==> src/rtl/yuv422_to_tv.sv <==
// YUV422 word-to-byte serialiser for the 8-bit video link.
// Sends each 16-bit pixel low byte first and generates the matching hsync/vsync/frame envelope.
module yuv422_to_tv #(
   parameter int unsigned IMAGE_WIDE = 800,
   parameter int unsigned IMAGE_HIGH = 600,
   parameter int unsigned H_BLANK    = 300,
   parameter int unsigned V_BLANK    = 100
) (
   input  logic        i_clk,
   input  logic        i_rst,
   input  logic        i_enable,
   input  logic        i_clr_err,
   input  logic [15:0] i_data,
   input  logic        i_sof,
   input  logic        i_valid,
   output logic        o_ready,
   output logic [7:0]  o_data,
   output logic        o_hsync,
   output logic        o_vsync,
   output logic        o_frame_done,
   output logic        o_underrun,
   output logic        o_sync_err
);
   localparam int unsigned HACT = 2 * IMAGE_WIDE;
   localparam int unsigned HNUM = HACT + H_BLANK;
   localparam int unsigned VNUM = IMAGE_HIGH + V_BLANK;
   localparam int unsigned HW   = $clog2(HNUM);
   localparam int unsigned VW   = $clog2(VNUM);

   typedef enum logic [1:0] {S_IDLE, S_WAIT_SOF, S_RUN} state_t;

   state_t        r_state, w_state_nxt;
   logic [HW-1:0] r_hcnt;
   logic [VW-1:0] r_vcnt;
   logic [15:0]   r_word;
   logic          r_sof, r_full, r_pix_ok, r_first;
   logic [7:0]    r_data;
   logic          r_hsync, r_vsync, r_frame_done, r_underrun, r_sync_err;

   logic w_run, w_wait, w_vact, w_active, w_even, w_odd, w_origin, w_frame_end;
   logic w_sync_err, w_underrun, w_consume, w_ready, w_hs, w_load_sof;

   assign w_run       = (r_state == S_RUN);
   assign w_wait      = (r_state == S_WAIT_SOF);
   assign w_vact      = (r_vcnt < VW'(IMAGE_HIGH));
   assign w_active    = w_run && w_vact && (r_hcnt < HW'(HACT));
   assign w_even      = w_active && !r_hcnt[0];
   assign w_odd       = w_active && r_hcnt[0];
   assign w_origin    = (r_hcnt == '0) && (r_vcnt == '0);
   assign w_frame_end = w_run && (r_hcnt == HW'(HNUM - 1)) && (r_vcnt == VW'(VNUM - 1));

   // Head-of-queue SOF checks: missing at a later frame start, or present anywhere but the origin.
   assign w_sync_err  = (w_run && w_origin && !r_first && r_full && !r_sof) ||
                        (w_even && r_full && r_sof && !w_origin);
   assign w_underrun  = w_even && !r_full;
   // A pixel is retired only if it was actually on the wire at the preceding even slot.
   assign w_consume   = w_odd && r_pix_ok;
   assign w_ready     = w_wait || (w_run && (!r_full || w_consume));
   assign w_hs        = i_valid && w_ready;
   assign w_load_sof  = w_wait && w_hs && i_sof;

   always_ff @(posedge i_clk) begin
      if (i_rst) r_state <= S_IDLE;
      else       r_state <= w_state_nxt;
   end

   always_comb begin
      w_state_nxt = r_state;
      case (r_state)
         S_IDLE:     if (i_enable) w_state_nxt = S_WAIT_SOF;
         S_WAIT_SOF: if (w_load_sof) w_state_nxt = S_RUN;
         S_RUN: begin
            if (w_sync_err)                    w_state_nxt = S_WAIT_SOF;
            else if (w_frame_end && !i_enable) w_state_nxt = S_IDLE;
         end
         default:    w_state_nxt = S_IDLE;
      endcase
   end

   // Line/frame counters run only while RUN persists; any exit parks them at the origin.
   always_ff @(posedge i_clk) begin
      if (i_rst || !w_run || (w_state_nxt != S_RUN)) begin
         r_hcnt <= '0;
         r_vcnt <= '0;
      end else if (r_hcnt == HW'(HNUM - 1)) begin
         r_hcnt <= '0;
         r_vcnt <= (r_vcnt == VW'(VNUM - 1)) ? '0 : r_vcnt + VW'(1);
      end else begin
         r_hcnt <= r_hcnt + HW'(1);
      end
   end

   // Single-entry holding register.
   always_ff @(posedge i_clk) begin
      if (i_rst) begin
         r_word <= '0;
         r_sof  <= 1'b0;
         r_full <= 1'b0;
      end else if (w_wait) begin
         if (w_load_sof) begin
            r_word <= i_data;
            r_sof  <= 1'b1;
            r_full <= 1'b1;
         end
      end else if (w_run) begin
         if (w_sync_err) begin
            r_full <= 1'b0;
         end else if (w_hs) begin
            r_word <= i_data;
            r_sof  <= i_sof;
            r_full <= 1'b1;
         end else if (w_consume) begin
            r_full <= 1'b0;
         end
      end else begin
         r_full <= 1'b0;
      end
   end

   always_ff @(posedge i_clk) begin
      if (i_rst) begin
         r_pix_ok <= 1'b0;
         r_first  <= 1'b0;
      end else begin
         r_pix_ok <= w_even && r_full && !w_sync_err;
         if (w_load_sof)       r_first <= 1'b1;
         else if (w_frame_end) r_first <= 1'b0;
      end
   end

   // Output stage: one clock behind the counters, forced quiet outside a healthy RUN.
   always_ff @(posedge i_clk) begin
      if (i_rst || !w_run || w_sync_err) begin
         r_data       <= 8'h00;
         r_hsync      <= 1'b0;
         r_vsync      <= 1'b0;
         r_frame_done <= 1'b0;
      end else begin
         r_hsync      <= w_active;
         r_vsync      <= w_vact;
         r_frame_done <= w_frame_end;
         if (w_even && r_full)       r_data <= r_word[7:0];
         else if (w_odd && r_pix_ok) r_data <= r_word[15:8];
         else                        r_data <= 8'h00;
      end
   end

   always_ff @(posedge i_clk) begin
      if (i_rst) begin
         r_underrun <= 1'b0;
         r_sync_err <= 1'b0;
      end else begin
         if (w_underrun)     r_underrun <= 1'b1;
         else if (i_clr_err) r_underrun <= 1'b0;
         if (w_sync_err)     r_sync_err <= 1'b1;
         else if (i_clr_err) r_sync_err <= 1'b0;
      end
   end

   assign o_ready      = w_ready;
   assign o_data       = r_data;
   assign o_hsync      = r_hsync;
   assign o_vsync      = r_vsync;
   assign o_frame_done = r_frame_done;
   assign o_underrun   = r_underrun;
   assign o_sync_err   = r_sync_err;

endmodule
==> config.mk <==
export PLATFORM = sky130hd
export DESIGN_NAME = yuv422_to_tv
export DESIGN_NICKNAME = d
export VERILOG_FILES = /design/src/rtl/yuv422_to_tv.sv
export SDC_FILE = /design/constraint.sdc
export NUM_CORES = 1
export LEC_CHECK = 0
export CORE_MARGIN = 5
export CORE_UTILIZATION = 45
export CTS_CLUSTER_DIAMETER = 30
export DETAILED_ROUTE_END_ITERATION = 6
export GPL_TIMING_DRIVEN = 0
export PLACE_DENSITY = 0.66
export SLEW_MARGIN = 15
export SYNTH_ARGS = -nofsm -noshare
export SYNTH_HDL_FRONTEND = slang
export SYNTH_SLANG_ARGS = --single-unit
==> constraint.sdc <==
create_clock -name i_clk -period 5.4 [get_ports i_clk]
set_input_delay 1.35 -clock i_clk [delete_from_list [all_inputs] [get_ports i_clk]]
set_output_delay 1.35 -clock i_clk [all_outputs]
set_load 0.1 [all_outputs]
**Yosys cells after proc, flatten, opt, wreduce, memory -nomap -nowiden**

Cells that the tools add are included.

- Add/subtract/negate cells: 2
- Order comparisons: 2
- Eq/ne operators: 8
- Multiplexer cells: 28
- Reductions and logical operators: 47

Operators with widths:

| kind | number |
|---|---|
| 16-bit two-way mux | 5 |
| 1-bit logical AND | 22 |
| 8-bit two-way mux | 2 |
| 1-bit two-way mux | 15 |
| 11-bit by 1-bit adder with 11-bit output, second input constant | 1 |
| 11-bit == test, second input constant | 1 |
| 11-bit zero test | 1 |
| 11-bit less-than comparator, second input constant | 1 |
| 10-bit by 1-bit adder with 10-bit output, second input constant | 1 |
| 10-bit == test, second input constant | 1 |
| 10-bit zero test | 1 |
| 10-bit less-than comparator, second input constant | 1 |
| 10-bit two-way mux | 1 |
| 2-bit nonzero test | 5 |
| 1-bit zero test | 8 |
| 2-bit two-way mux | 4 |
| 1-bit logical OR | 6 |
| 2-bit one-hot mux with 3 select lines | 1 |
| 5-bit by 1-bit inequality test with 1-bit output, second input constant | 1 |
| 2-bit inequality test, second input constant | 2 |
| 4-bit AND reduction | 1 |
| 2-bit by 1-bit == test with 1-bit output, second input constant | 1 |
| 2-bit == test, second input constant | 1 |
| 2-bit zero test | 1 |
| 3 further kinds | 3 |

- Flip-flop bits (word level): 56
- Input bits: 22
- Output and inout bits: 14
- Word-level logic and storage cells: 101

**Longest topological paths before layout**

- Word-level depth: 16
- Depth in mapped cells: 10
- Mapped depth without buffers: 8

**Worst setup path before layout**

Ideal clock, no wire load.

- Kind: register to output
- Start: register r_vcnt[4]
- End: output o_ready
- Data arrival time: 2,071 ps
- Required time: 4,050 ps
- Setup slack: 1,979 ps
- Cell stages (with the launch flop): 6
- Path buffers: 1
- Cell sequence: dfxtp_1 > a2111oi_4 > o2111a_1 > clkbuf_1 > o21ai_0 > nand2_1

- Word-level cells in the longest chain between the ends: 8

RTL lines:

| item | line | text |
|---|---|---|
| start: declaration | 34 | `logic [VW-1:0] r_vcnt;` |
| start signal: assignment | 87 | `r_vcnt <= (r_vcnt == VW'(VNUM - 1)) ? '0 : r_vcnt + VW'(1);` |
| 10-bit less-than comparator | 45 | `assign w_vact = (r_vcnt < VW'(IMAGE_HIGH));` |
| 1-bit logical AND (2 in a row) | 46 | `assign w_active = w_run && w_vact && (r_hcnt < HW'(HACT));` |
| 1-bit logical AND | 48 | `assign w_odd = w_active && r_hcnt[0];` |
| 1-bit logical AND | 57 | `assign w_consume = w_odd && r_pix_ok;` |
| 1-bit logical OR | 58 | `assign w_ready = w_wait \|\| (w_run && (!r_full \|\| w_consume));` |
| 1-bit logical AND | 58 |  |
| 1-bit logical OR | 58 |  |
| end: declaration | 16 | `output logic o_ready,` |

Every way passes these cells.

**Final worst setup path**

- Start: register r_hcnt[7]
- End: output o_ready

- Word-level cells in the longest chain between the ends: 7

RTL lines:

| item | line | text |
|---|---|---|
| start: declaration | 33 | `logic [HW-1:0] r_hcnt;` |
| start signal: assignment | 89 | `r_hcnt <= r_hcnt + HW'(1);` |
| 11-bit less-than comparator | 46 |  |
| 1-bit logical AND | 46 |  |
| 1-bit logical AND | 48 |  |
| 1-bit logical AND | 57 |  |
| 1-bit logical OR | 58 |  |
| 1-bit logical AND | 58 |  |
| 1-bit logical OR | 58 |  |

Every way passes these cells.

==> impl_metrics.ini <==
[detailed_routing]
viasPerCell = 5.82
drtIter0Drc = 160
dr_total_vias = 2846
drc_errors = 0
routedWlPerCell_um = 15.7
finalWirelength_um = 7650
detail-route-antenna-nets = 0
drtPass1Iterations = 4

[worst_setup_path]
endpoint = o_ready
critPathLaunch = r_hcnt[7]
endpoint_kind = output pin
cp-start-kind = register
r2r-start = r_hcnt[0]
crit_required_ns = 4.05
path_class = register to output pin
cp_max_fo = 10
rrSetupSlack_ns = 2.65
r2r-end = r_state[0]
ff2ff_path_depth = 10
critPathArrivalTime_ns = 3.31

[sta]
max_freq_ghz = 0.215
setup_viol = 0
worstMarginPinSlew_ns = 0.999
skew_ns = 0.0104
rsz0062_at_grt = no
min_period_ns = 4.66
max_slew_margin_pct = 33.2
hold_slack_ns = 0.504
maxSlewViolCount = 0
timing.final.crit_share_pct = 86.2
hold_viol = 0
tns_ns = 0

[clock_tree]
root_buffer = clkbuf_8
cts.reportedPaths.clkPinSlew_ns = 0.10
cts_buffers = 5
cts_resized = 0
post_cts_buffers = 0
tritoncts = done
insertion_delay_ns = 0.32
htree_levels = 2
holdBufCountCts = 0
cts.sinks = 56
clk_path_buf_depth = 2

[die]
dieWidth_um = 92.7
core_um2 = 6720
die_h_um = 92.7
row_count = 30
ios = 36
initial_utilization_pct = 45.8
die-area_um2 = 8580

[pwr]
p_leak_nw = 1.21
p_per_area_nw_per_um2 = 211
ir_worst_vdd_uv = 99.5
p_total_w = 0.000764

[synthesis]
yosys.area_share.simple_pct = 31.7
syn_area_per_cell_um2 = 8.40
synth.distinct_cells = 47
yosysSeqAreaShare_pct = 36.5
synth_top_area_share_pct = 36.5
synth_top_family_by_area = simple AND/OR/NAND/NOR gates
synth_seq_cells = 56
synth_xor_xnor_area_share_pct = 3.99
syn_area_um2 = 3070
synth_compound_area_share_pct = 19.1
synth-adder-area-share_pct = 3.26
synth_top_area_cell = dfxtp_1
synthMuxAreaShare_pct = 0.326
yosys-top-cells-area = dfxtp_1 (36%), nor2_1 (6.1%), nor3_2 (4.6%)
yosys_warnings = 0
synth_nets = 396
synth_cells = 366

[layout]
num_antenna_cells = 0
layout_commonest_cell = dfxtp_1
drive_above_1_share_pct = 9.54
area_growth_pct = 17.7
fillers = 648
nNetsFinal = 438
final_cell_mix = dfxtp_1 (56), nor2_1 (50), clkdlybuf4s50_1 (35)

[placed_design]
port_buffers = 35
dpl.hpwl_um = 5610
place.gp.congestion = 0.865

[global_routing]
grt_pass1_wl_um = 12900
grt_max_degree = 17
grt_util_all_layers_pct = 18.4
antenna_found_initial = 0
grt_pass1_vias = 2718
overflow = 0

[hold_path]
min_path_cells = 2
hold_path_class = register to register

[run_status]
outcome = finished clean

[flow_run]
maxCapViolCount = 0
[power breakdown]
group / leakage (nW) / internal (W) / switching [W]
clock network: 0.0445 / 0.000105 / 0.000141
logic: 0.715 / 0.0000373 / 0.0000577
registers: 0.452 / 0.000419 / 0.00000486
[Yosys cell counts, drive strengths merged]
library cell and number:
a21o 1, buf 10, nand4 4, and2 4, a41oi 1, xnor2 5
dfxtp 56, or3 3, a2111oi 1, o2111a 1, o311a 1, and3 4
nor3 22, nor4b 3, a21oi 12, nand3 27, nor2b 17, o21ai 6
a31oi 17, ha 8, nor2 50, nand2b 18, o31ai 1, nor4 2
nand2 17, o2bb2ai 2, a221oi 1, and4 2, xor2 9, o311ai 17
nor3b 2, o221ai 1, o211ai 1, mux2i 1, inv 12, a211oi 2
o21a 1, a22oi 9, clkbuf 15
[per-layer routing]
metal	GRT usage [%]	up-vias	part of all wire, %
li1	-	1396	-
met1	24.3	1356	46
met2	30.8	83	47
met3	2.92	11	5.4
met4	6.11	0	1.6
met5	0	-	0
[cell type report]
cell class	instances	area, um^2	area share, %
Multi-Input combinational cell	273	1790	49.6
Sequential cell	56	1120	31.0
Timing Repair Buffer	35	350	9.68
Buffer	25	115	3.18
Tap cell	80	100	2.77
Clock buffer	7	86.3	2.39
Inverter	12	45.0	1.24
Clock inverter	1	7.51	0.207
[flip-flops by register name, indices dropped and copies added (netlist names), 2 cells and up]
signal and cells:
r_word 16, r_vcnt 10, o_data 8, r_hcnt 11
r_state 2
[kinds of logic after synthesis]
group | count (synthesis)
AO/OA/AOI/OAI | 75
XOR/XNOR | 14
adder cells (fa/ha/maj) | 8
buffers and inverters | 37
flip-flops | 56
multiplexers | 1
AND/OR/NAND/NOR | 175
[critical path, stage by stage, from the launching register on]
cell             delay (ns)
dfxtp_1                0.39
o311ai_1               0.46
o2111a_1               0.33
clkbuf_1               0.43
o21ai_0                0.14
nand2_1                0.10
clkdlybuf4s50_1        1.13
[stage by stage]
stage	setup slack (ns)	cells	utilization, %	area (um^2)
2_1_floorplan	1.98	366	-	3070
3_3_place_gp	1.06	481	52.5	3520
3_5_place_dp	1.06	481	52.5	3520
4_1_cts	0.704	489	53.9	3620
5_1_grt	0.521	489	53.9	3620
6_report	0.744	489	53.9	3620
[worst min-delay path by stage]
| stage | slack, ns | end | start |
|---|---|---|---|
| global route | 0.55 | r_word[13] | r_word[13] |
| global placement | 0.48 | o_underrun | o_underrun |
| detailed placement | 0.50 | o_data[0] | r_word[0] |
| floorplan | 0.46 | r_first | r_first |
| CTS | 0.51 | o_data[0] | r_word[0] |
| finish | 0.50 | o_sync_err | o_sync_err |
Power figures use the tool's default switching activity.
